===== config.mk =====
export PLATFORM = sky130hd
export DESIGN_NAME = uart_tx_arbiter
export DESIGN_NICKNAME = d
export VERILOG_FILES = /design/src/rtl/uart_tx_arbiter.sv
export SDC_FILE = /design/constraint.sdc
export NUM_CORES = 1
export LEC_CHECK = 0
export CAP_MARGIN = 30
export CORE_AREA = 2 2 56 58
export DETAILED_ROUTE_END_ITERATION = 8
export DIE_AREA = 0 0 58 60
export PLACE_DENSITY = 0.9
export RECOVER_POWER = 50
export SLEW_MARGIN = 20
export SYNTH_ARGS = -nofsm -noshare
export SYNTH_HDL_FRONTEND = slang
export SYNTH_SLANG_ARGS = --single-unit

===== constraint.sdc =====
create_clock -name clk -period 4.5 [get_ports clk]
set_input_delay 0.675 -clock clk [delete_from_list [all_inputs] [get_ports clk]]
set_output_delay 0.675 -clock clk [all_outputs]
set_load 0.02 [all_outputs]

===== src/rtl/uart_tx_arbiter.sv =====
// uart_tx_arbiter: packet-locked round-robin arbiter that shares one uarttx
// transmitter among NUM_REQ byte-stream requesters.
// Optional feature macro: UART_ARB_TIMEOUT_EN. When it is defined, an owner
// that leaves its grant idle for TIMEOUT_CYCLES cycles in ISSUE is released.
module uart_tx_arbiter #(
   parameter int NUM_REQ        = 4,
   parameter int GRANT_W        = $clog2(NUM_REQ),
   parameter int TIMEOUT_CYCLES = 65535
) (
   input  logic                 clk,
   input  logic                 rst,
   input  logic [NUM_REQ-1:0]   req_valid,
   input  logic [8*NUM_REQ-1:0] req_byte,
   input  logic [NUM_REQ-1:0]   req_last,
   output logic [NUM_REQ-1:0]   req_ack,
   output logic                 tx_start,
   output logic [7:0]           tx_byte,
   input  logic                 tx_ready,
   output logic                 grant_valid,
   output logic [GRANT_W-1:0]   grant_id
);

   localparam logic [1:0] S_ARB   = 2'd0;
   localparam logic [1:0] S_ISSUE = 2'd1;
   localparam logic [1:0] S_START = 2'd2;
   localparam logic [1:0] S_WAIT  = 2'd3;

   logic [1:0]         state_q, state_d;
   logic [GRANT_W-1:0] rr_ptr_q, rr_ptr_d;
   logic [GRANT_W-1:0] grant_id_q, grant_id_d;
   logic               grant_valid_q, grant_valid_d;
   logic               tx_start_q, tx_start_d;
   logic [7:0]         tx_byte_q, tx_byte_d;
   logic               last_q, last_d;

   logic               found;
   logic [GRANT_W-1:0] winner;
   logic [GRANT_W:0]   idx;
   logic               accept;
   logic [7:0]         sel_byte;
   logic [GRANT_W-1:0] next_ptr;
   logic               to_fire;

   assign sel_byte = req_byte[8*grant_id_q +: 8];
   assign accept   = (state_q == S_ISSUE) && req_valid[grant_id_q] && tx_ready;
   assign next_ptr = (grant_id_q == GRANT_W'(NUM_REQ-1)) ? '0 : grant_id_q + 1'b1;

   // Round-robin search: first valid requester at or after rr_ptr, wrapping.
   always_comb begin
      found  = 1'b0;
      winner = '0;
      idx    = '0;
      for (int k = 0; k < NUM_REQ; k++) begin
         idx = {1'b0, rr_ptr_q} + (GRANT_W+1)'(k);
         if (idx >= (GRANT_W+1)'(NUM_REQ)) idx = idx - (GRANT_W+1)'(NUM_REQ);
         if (!found && req_valid[idx[GRANT_W-1:0]]) begin
            found  = 1'b1;
            winner = idx[GRANT_W-1:0];
         end
      end
   end

   // Acknowledge is combinational and only ever for the current owner.
   always_comb begin
      req_ack = '0;
      if (accept) req_ack = NUM_REQ'(1) << grant_id_q;
   end

`ifdef UART_ARB_TIMEOUT_EN
   localparam int TO_W = $clog2(TIMEOUT_CYCLES + 1);
   logic [TO_W-1:0] to_cnt_q, to_cnt_d;

   // Idle-owner timer: counts ISSUE cycles without a byte, cleared on accept.
   always_comb begin
      to_cnt_d = to_cnt_q;
      to_fire  = 1'b0;
      if (state_q != S_ISSUE || accept) begin
         to_cnt_d = '0;
      end else if (!req_valid[grant_id_q]) begin
         if (to_cnt_q == TO_W'(TIMEOUT_CYCLES - 1)) begin
            to_fire  = 1'b1;
            to_cnt_d = '0;
         end else begin
            to_cnt_d = to_cnt_q + 1'b1;
         end
      end
   end

   // Timer register.
   always_ff @(posedge clk) begin
      if (rst) to_cnt_q <= '0;
      else     to_cnt_q <= to_cnt_d;
   end
`else
   assign to_fire = 1'b0;
`endif

   // Arbitration / issue FSM next-state logic.
   always_comb begin
      state_d       = state_q;
      rr_ptr_d      = rr_ptr_q;
      grant_id_d    = grant_id_q;
      grant_valid_d = grant_valid_q;
      tx_start_d    = 1'b0;
      tx_byte_d     = tx_byte_q;
      last_d        = last_q;
      case (state_q)
         S_ARB: begin
            if (found) begin
               grant_id_d    = winner;
               grant_valid_d = 1'b1;
               state_d       = S_ISSUE;
            end
         end
         S_ISSUE: begin
            if (accept) begin
               tx_byte_d  = sel_byte;
               last_d     = req_last[grant_id_q];
               tx_start_d = 1'b1;
               state_d    = S_START;
            end else if (to_fire) begin
               // Timeout release behaves exactly like a finished packet.
               grant_valid_d = 1'b0;
               rr_ptr_d      = next_ptr;
               state_d       = S_ARB;
            end
         end
         S_START: begin
            state_d = S_WAIT;
         end
         S_WAIT: begin
            if (tx_ready) begin
               if (last_q) begin
                  grant_valid_d = 1'b0;
                  rr_ptr_d      = next_ptr;
                  state_d       = S_ARB;
               end else begin
                  state_d = S_ISSUE;
               end
            end
         end
         default: state_d = S_ARB;
      endcase
   end

   // State registers; reset abandons any packet in flight.
   always_ff @(posedge clk) begin
      if (rst) begin
         state_q       <= S_ARB;
         rr_ptr_q      <= '0;
         grant_id_q    <= '0;
         grant_valid_q <= 1'b0;
         tx_start_q    <= 1'b0;
         tx_byte_q     <= '0;
         last_q        <= 1'b0;
      end else begin
         state_q       <= state_d;
         rr_ptr_q      <= rr_ptr_d;
         grant_id_q    <= grant_id_d;
         grant_valid_q <= grant_valid_d;
         tx_start_q    <= tx_start_d;
         tx_byte_q     <= tx_byte_d;
         last_q        <= last_d;
      end
   end

   assign tx_start    = tx_start_q;
   assign tx_byte     = tx_byte_q;
   assign grant_valid = grant_valid_q;
   assign grant_id    = grant_id_q;

endmodule

Word-level counts from Yosys, hierarchy flattened
Cells that the tools add are included.

Shift-type cells: 2. Reduce and logical (&&, ||, !) cells: 16. Mux-type cells: 36. $lt $le $gt $ge: 9. Eq/ne operators: 8. Bitwise logic cells: 1. Add/sub/neg operators: 8.

Operators with widths (number): $shiftx A32 B6 Y8 (1); $mux W2 (12); $lt A2 B3 Y1 const B (5); $mux W1 (15); $bmux W1 S2 (6); $ge A3 B3 Y1 const B (3); $ne A2 B2 Y1 const B (4); $pmux W2 S4 (1); $sub A2 B1 Y2 const B (4); $add A2 B2 Y3 const B (2); $eq A2 B2 Y1 const B (3); $reduce_and A3 Y1 (2); $logic_and A1 B1 Y1 (5); $mux W4 (1); $reduce_and A2 Y1 (2); $reduce_and A4 Y1 (1); $shl A1 B2 Y4 const A (1); $add A2 B1 Y3 const B (1); $ge A2 B3 Y1 const B (1); $logic_not A1 Y1 (3); $add A2 B1 Y2 const B (1); $eq A2 B1 Y1 const B (1); $logic_not A2 Y1 (1); $pmux W1 S2 (1); 3 further kinds (3).

Bits in registers: 17. Bits of input ports: 43. Word-level logic and storage cells: 87. Output and inout port bits: 16.

Longest topological paths before layout
Word-level depth: 16. Depth in mapped cells: 7. Mapped depth without buffers: 6.

Worst setup path after synthesis
Ideal clock, no wire load.

Kind: register to output. From: register grant_id_q[0] (netlist: grant_id[0]). To: output port req_ack[0]. Arrival: 1.485 ns. Cell stages (with the launch flop): 6. Setup slack: 2.340 ns. Data required time: 3.825 ns. Buffers on the path: 2. Cell sequence: dfxtp_1 > buf_6 > mux2i_1 > o22ai_4 > buf_6 > and2_1.

Cells in the longest elaborated chain, start to end: 5. Elaborated cells on any way between the ends: 6. Those cells by class: 1 x shift; 3 x mux; 2 x reduce/logical.

RTL lines: start: declaration (line 30) `logic [GRANT_W-1:0] grant_id_q, grant_id_d;`; start signal: assignment (line 159) `grant_id_q <= grant_id_d;`; $bmux W1 S2 (line 45) `assign accept = (state_q == S_ISSUE) && req_valid[grant_id_q] && tx_ready;`; $mux W1 (implied by the code) (line 45); $logic_and A1 B1 Y1 (2 in a row) (line 45); $mux W4 * (line 66) `if (accept) req_ack = NUM_REQ'(1) << grant_id_q;`; end: declaration (line 15) `output logic [NUM_REQ-1:0] req_ack,`.

Mark *: on every way between the ends. The rest lies on a longest branch, timed or not. The select of a mux whose other input is x is not followed.

Final worst setup path
From: input port req_valid[2]. To: output port req_ack[0].

Cells in the longest elaborated chain, start to end: 5.

RTL lines: start: declaration (line 12) `input logic [NUM_REQ-1:0] req_valid,`; $bmux W1 S2 (line 45); $mux W1 (implied by the code) (line 45); $logic_and A1 B1 Y1 (2 in a row) (line 45); $mux W4 (line 66).

No other way between the ends. The select of a mux whose other input is x is not followed.

==> reports/qor.json <==
{
  "routed-via-count": {"value": 1081},
  "grt_first_pass_wirelength": {"value": 4690, "unit": "um"},
  "die_extent_in_x": {"value": 58, "unit": "um"},
  "critical_path_required": {"value": 3.83, "unit": "ns"},
  "place_ws": {"value": 1.09, "unit": "ns"},
  "critical_path.slowest_cell": {"value": "sky130_fd_sc_hd__dlygate4sd3_1"},
  "area_growth_syn_to_layout": {"value": 47.3, "unit": "%"},
  "cts_tree": {"value": "built"},
  "yosysMostFrequentCell": {"value": "sky130_fd_sc_hd__dfxtp_1"},
  "synth_cell_type_count": {"value": 33},
  "num_io_pins": {"value": 59},
  "tightestPinTransition": {"value": 0.637, "unit": "ns"},
  "setup.worst_path.class": {"value": "input port to primary output"},
  "rsz0062_at_grt": {"value": "no"},
  "core_region_area": {"value": 0.00290, "unit": "sq mm"},
  "timing.final.ws_setup": {"value": 1.06, "unit": "ns"},
  "first_global_vias": {"value": 1077},
  "grt.met2_usage": {"value": 0.338},
  "setup.worst_path.end_class": {"value": "primary output"},
  "global_route.usage.met1": {"value": 0.193},
  "core.rowCount": {"value": 20},
  "fin_nets": {"value": 225},
  "cts_htree_levels": {"value": 1},
  "number_of_max_slew_violations_in_the_final_report": {"value": 0},
  "pwr_density_cell": {"value": 330, "unit": "mW/mm^2"},
  "cp_data_arrival_time": {"value": 2.77, "unit": "ns"},
  "finClkSkew": {"value": 0.00599, "unit": "ns"},
  "gr-max-usage-layer": {"value": "met2"},
  "postSynthRegisterBits": {"value": 17},
  "hpwl": {"value": 2480, "unit": "um"},
  "drtPass1Iterations": {"value": 4},
  "cap_violations": {"value": 0},
  "final.period_utilization": {"value": 0.765},
  "edff_count_synth": {"value": 0},
  "yosys_warnings": {"value": 0},
  "n_antenna_cell": {"value": 0},
  "post_synth_instance_area": {"value": 0.00123, "unit": "sq mm"},
  "global_router_s_overall_resource_usage": {"value": 0.176},
  "cells_traversed_along_the_worst_timing_path": {"value": "dlygate4sd3_1, mux2i_1, o22ai_4, and2_1, clkdlybuf4s50_1"},
  "worst_path_dominant_cell_family": {"value": "buffers and inverters"},
  "drive_gt1_frac": {"value": 0.0925},
  "clk_pin_slew_worst_paths": {"value": 0.10, "unit": "ns"},
  "timing.critical_path.buf_inv": {"value": 2},
  "route.detailed.drc": {"value": 0},
  "portBuffers": {"value": 58},
  "routed_via_density": {"value": 5.25},
  "antenna_found_initial": {"value": 0},
  "dr.first_iter.drc_count": {"value": 14},
  "post_synth_xor_area_fraction": {"value": 0},
  "synth-adder-area-share": {"value": 0.0812},
  "synth.net_count": {"value": 167},
  "final_routed_wire_length_divided_by_cell_count": {"value": 14.7, "unit": "um"},
  "synth-seq-area-share": {"value": 0.276},
  "tritoncts_num_sinks": {"value": 17},
  "cts_resized": {"value": 0},
  "fin_setup_tns": {"value": 0, "unit": "ns"},
  "area_fraction_in_compound_gates_after_synthesis": {"value": 0.103},
  "synth_top_cells_by_area": {"value": "sky130_fd_sc_hd__dfxtp_1 (28%), sky130_fd_sc_hd__mux4_2 (13%), sky130_fd_sc_hd__mux2i_1 (11%), sky130_fd_sc_hd__ha_1 (8.1%), sky130_fd_sc_hd__nor2_1 (4.9%)"},
  "run_status": {"value": "complete, no violations"},
  "ctsHoldBuffers": {"value": 0},
  "vdd_drop_max": {"value": 0.196, "unit": "mV"},
  "globalRoute.totalOverflow": {"value": 0},
  "timing.final.crit_period": {"value": 3.44, "unit": "ns"},
  "postSynth.topFlopCell": {"value": "sky130_fd_sc_hd__dfxtp_1"},
  "leakagePower": {"value": 0.000695, "unit": "uW"},
  "root_buffer": {"value": "sky130_fd_sc_hd__clkbuf_4"},
  "yosys.area.top_type": {"value": "sky130_fd_sc_hd__dfxtp_1"},
  "worst-r2r-setup-slack": {"value": 2.58, "unit": "ns"},
  "finalWeightedCongestion": {"value": 0.818},
  "postCtsSetupBuffers": {"value": 0},
  "synth.top_cell.area_share": {"value": 0.276},
  "initial_cell_density_of_the_core": {"value": 0.425},
  "grt_max_degree": {"value": 20},
  "syn_avg_cell_area": {"value": 10.6, "unit": "sq um"},
  "final_setup_fails": {"value": 0},
  "dominant_combinational_cell_family_by_area_after_synthesis": {"value": "multiplexers"},
  "timing.final.hold_violations": {"value": 0},
  "cts-root-to-sink-buffers": {"value": 2},
  "cp_slowest_stage_delay": {"value": 0.65, "unit": "ns"},
  "hold_removal_path_class": {"value": "flop to flop"},
  "setup.worst_path.start_class": {"value": "input port"},
  "postRouteAntennaNets": {"value": 0},
  "asyncSetResetFlopFracSynth": {"value": 0},
  "die_area": {"value": 0.00348, "unit": "sq mm"},
  "clock.fmax": {"value": 0.290, "unit": "GHz"},
  "grt_use_met3": {"value": 0.0260},
  "power.total": {"value": 600, "unit": "uW"},
  "routed_wirelength": {"value": 3030, "unit": "um"},
  "path_max_fanout": {"value": 14},
  "netlist_instances": {"value": 116},
  "tritoncts_buffer_count": {"value": 3},
  "synth_simple_gate_area_share": {"value": 0.189},
  "post_synth_mux_area_share": {"value": 0.288},
  "worst_slew_margin_rel": {"value": 0.574},
  "synth_commonest_cells": {"value": "sky130_fd_sc_hd__dfxtp_1 (17), sky130_fd_sc_hd__nor2_1 (16), sky130_fd_sc_hd__mux2i_1 (13)"},
  "insertion_delay": {"value": 0.29, "unit": "ns"},
  "die_height": {"value": 60, "unit": "um"}
}
worst register-to-register path, cell delays in order (launching register included):
cell	delay, ns
sky130_fd_sc_hd__dfxtp_1	0.74
sky130_fd_sc_hd__nand3_1	0.23
sky130_fd_sc_hd__o22ai_4	0.47
sky130_fd_sc_hd__mux2i_1	0.28
sky130_fd_sc_hd__nor2_1	0.06
cell families (layout without fill, tap and decap cells):
group                    after synthesis  after routing
adder cells (fa/ha/maj)                8              8
AO/OA/AOI/OAI                         16             16
AND/OR/NAND/NOR                       41             41
buffers and inverters                 11             68
flip-flops                            17             17
multiplexers                          23             23
per-stage QoR:
stage / cells / hold WS [ns] / utilization / instance area, sq um
after global placement: 202 / 0.476 / 0.621 / 1800
after detailed placement: 202 / 0.489 / 0.621 / 1800
after global routing: 206 / 0.530 / 0.625 / 1820
final: 206 / 0.499 / 0.625 / 1820
after floorplan: 116 / 0.473 / - / 1230
after CTS: 206 / 0.513 / 0.630 / 1830
cell type report:
| type | instances | area [sq um] |
|---|---|---|
| Timing Repair Buffer | 59 | 588 |
| Tap cell | 33 | 41.3 |
| Inverter | 5 | 18.8 |
| Clock buffer | 4 | 26.3 |
| Sequential cell | 17 | 340 |
| Multi-Input combinational cell | 88 | 801 |
| Fill cell | 250 | 1090 |
final timing paths:
path / start / endpoint / cells past startpoint
setup reg to reg: grant_id[1] / tx_byte[5] / 4
setup / recovery: req_valid[2] / req_ack[0] / 5
hold reg to reg: tx_byte[4] / tx_byte[4] / 2
hold / removal: tx_byte[4] / tx_byte[4] / 2
layer usage:
metal / vias up / wire length [um]
met3: 4 / 239
li1: 535 / -
met4: 0 / 34
met2: 48 / 1570
met5: - / 0
met1: 494 / 1180
registers in the layout, summed over array words and instances (netlist names):
signal and flops:
grant_id 2, state_q 2, grant_valid 1, tx_start 1
tx_byte 8, rr_ptr_q 2, last_q 1
power by group:
group          internal (uW)  total, uW  switching [uW]
Sequential               176        210            34.3
Combinational            169        309             141
Clock                   34.5       80.4            45.9
placed cells by master (no fill, tap or decap):
master / netlist / final
sky130_fd_sc_hd__a21o_1: 1 / 1
sky130_fd_sc_hd__a21oi_1: 7 / 7
sky130_fd_sc_hd__a221oi_1: 1 / 1
sky130_fd_sc_hd__a221oi_2: 1 / 1
sky130_fd_sc_hd__a2bb2oi_1: 1 / 1
sky130_fd_sc_hd__a32oi_1: 1 / 1
sky130_fd_sc_hd__and2_1: 4 / 4
sky130_fd_sc_hd__buf_4: 1 / 1
sky130_fd_sc_hd__clkbuf_1: 1 / 1
sky130_fd_sc_hd__clkbuf_4: 0 / 3
sky130_fd_sc_hd__clkdlybuf4s50_1: 0 / 46
sky130_fd_sc_hd__dfxtp_1: 17 / 17
sky130_fd_sc_hd__dlygate4sd3_1: 0 / 12
sky130_fd_sc_hd__ha_1: 8 / 8
sky130_fd_sc_hd__inv_1: 5 / 5
sky130_fd_sc_hd__mux2_4: 1 / 1
sky130_fd_sc_hd__mux2i_1: 13 / 13
sky130_fd_sc_hd__mux4_1: 2 / 2
sky130_fd_sc_hd__mux4_2: 7 / 7
sky130_fd_sc_hd__nand2_1: 2 / 2
sky130_fd_sc_hd__nand2b_1: 3 / 4
sky130_fd_sc_hd__nand3_1: 3 / 3
sky130_fd_sc_hd__nand3b_1: 2 / 2
sky130_fd_sc_hd__nor2_1: 16 / 16
sky130_fd_sc_hd__nor2b_1: 3 / 3
sky130_fd_sc_hd__nor3_1: 1 / 1
sky130_fd_sc_hd__nor4_1: 0 / 1
sky130_fd_sc_hd__o211ai_2: 1 / 1
sky130_fd_sc_hd__o21ai_1: 2 / 2
sky130_fd_sc_hd__o22ai_4: 1 / 1
sky130_fd_sc_hd__or2_2: 1 / 1
sky130_fd_sc_hd__or2b_1: 2 / 2
sky130_fd_sc_hd__or4b_1: 2 / 2
(Power assumes the default switching activity.)
==> edit (same flow settings) <==
Build with the macro `UART_ARB_TIMEOUT_EN` defined.
--- a/src/rtl/uart_tx_arbiter.sv
+++ b/src/rtl/uart_tx_arbiter.sv
@@ -2,6 +2,8 @@
 // transmitter among NUM_REQ byte-stream requesters.
 // Optional feature macro: UART_ARB_TIMEOUT_EN. When it is defined, an owner
 // that leaves its grant idle for TIMEOUT_CYCLES cycles in ISSUE is released.
+`define UART_ARB_TIMEOUT_EN
+
 module uart_tx_arbiter #(
    parameter int NUM_REQ        = 4,
    parameter int GRANT_W        = $clog2(NUM_REQ),
Function: no difference found for any inputs over 10 cycles, from zero or initial values and one cycle with rst high; that may be too few to reach the edited logic, so the function may still have changed.
==> edit against the original RTL <==
Worst setup slack got worse by 0.60 ns; clock power grew to 3.5 times the old value; synthesized area increased by 46%; sequential cell count increased by 16; synthesized cell count rose by 77%; non-clock buffer count stayed put; power up 17%; cell area grew 38%; clock skew grew 0.0056 ns; global-route usage is 11 points higher; critical path depth up 1; wire length is 49% higher; final cell count rose by 45%; combinational power is 62% lower; critical path type unchanged.
==> edit: results (changes against the original RTL) <==
<table>
<tr><th>Metric</th><th>Value</th></tr>
<tr><th colspan="2">Setup path</th></tr>
<tr><td>Cell count of the worst reg-to-reg path</td><td>6 (was 4)</td></tr>
<tr><td>FF-to-FF End</td><td>rr_ptr_q[0] (was tx_byte[5])</td></tr>
<tr><td>Critical path origin</td><td>req_valid[0] (was req_valid[2])</td></tr>
<tr><td>Worst-path fanout max</td><td>13 (was 14)</td></tr>
<tr><th colspan="2">Power and ir drop</th></tr>
<tr><td>Total leakage power</td><td>0.919 nW (was 0.695 nW)</td></tr>
<tr><td>Proportion of total power due to net switching</td><td>23.5% (was 36.8%)</td></tr>
<tr><td>Sequential power</td><td>0.307 mW (was 0.210 mW)</td></tr>
<tr><td>Combinational share of power</td><td>16.8% (was 51.5%)</td></tr>
<tr><th colspan="2">Cells and area</th></tr>
<tr><td>Total Nets Final</td><td>313 (was 225)</td></tr>
<tr><th colspan="2">Synth</th></tr>
<tr><td>Synth Net Count</td><td>254 (was 167)</td></tr>
<tr><td>Top cells by area in the synthesized netlist</td><td>dfxtp_1 (37%), mux4_2 (11%), nand2_1 (6.2%) (was dfxtp_1 (28%), mux4_2 (13%), mux2i_1 (11%))</td></tr>
<tr><th colspan="2">CTS</th></tr>
<tr><td>Total CTS buffers</td><td>5 (was 3)</td></tr>
<tr><td>Max H-tree Level</td><td>2 (was 1)</td></tr>
<tr><th colspan="2">Hold path</th></tr>
<tr><td>Startpoint of the most critical hold path</td><td>tx_byte[6] (was tx_byte[4])</td></tr>
<tr><td>Worst-case hold path end point</td><td>tx_byte[6] (was tx_byte[4])</td></tr>
<tr><th colspan="2">Routing</th></tr>
<tr><td>Starting DRC count in detailed routing</td><td>84 (was 14)</td></tr>
<tr><td>Vias per inst</td><td>5.88 (was 5.25)</td></tr>
<tr><td>Drt wl/cell</td><td>15.1 µm (was 14.7 µm)</td></tr>
<tr><th colspan="2">Global routing</th></tr>
<tr><td>Global-route usage over all layers</td><td>29.1% (was 17.6%)</td></tr>
<tr><td>Pin count of the biggest net entering global routing</td><td>18 (was 20)</td></tr>
<tr><th colspan="2">Status</th></tr>
<tr><td>Run status</td><td>finished clean (unchanged)</td></tr>
<tr><th colspan="2">STA</th></tr>
<tr><td>Minimum setup slack in the final design</td><td>0.456 ns (was 1.06 ns)</td></tr>
<tr><td>Minimum hold slack</td><td>0.463 ns (was 0.499 ns)</td></tr>
<tr><th colspan="2">Placement</th></tr>
<tr><td>Standard cell area after detailed placement</td><td>2400 µm² (was 1800 µm²)</td></tr>
<tr><td>Placed wire-length estimate</td><td>3.48 mm (was 2.48 mm)</td></tr>
<tr><td>Placed insts</td><td>290 (was 202)</td></tr>
<tr><td>Worst slack after detailed placement</td><td>0.525 ns (was 1.09 ns)</td></tr>
<tr><td>Placer Congestion</td><td>0.914 (was 0.818)</td></tr>
</table>
-- edit: final cells by class --
type | instances | area, µm² | area share (%)
inverters | 6 | 22.5 | 0.900
clock buffers | 5 | 37.5 | 1.50
repair buffers | 59 | 588 | 23.5
flip-flops and latches | 33 | 661 | 26.4
clock inverters | 3 | 65.1 | 2.60
well taps | 33 | 41.3 | 1.65
multi-input cells | 159 | 1090 | 43.5
-- edit: metal layers --
layer / up-vias / part of all wire (%) / track usage [%]
met5: - / 0 / 0
met1: 818 / 39 / 31.9
met2: 72 / 52 / 51.3
met3: 12 / 7.3 / 10.4
met4: 0 / 2.0 / 11.3
li1: 850 / - / -
-- edit: kinds of logic after synthesis --
family / count (synthesis) / synth area share [%]
flip-flops: 33 / 36.6
AND/OR/NAND/NOR: 95 / 25.9
AO/OA/AOI/OAI: 36 / 11.7
buffers and inverters: 13 / 2.98
XOR/XNOR: 10 / 4.85
adder cells (fa/ha/maj): 6 / 4.16
multiplexers: 12 / 13.8
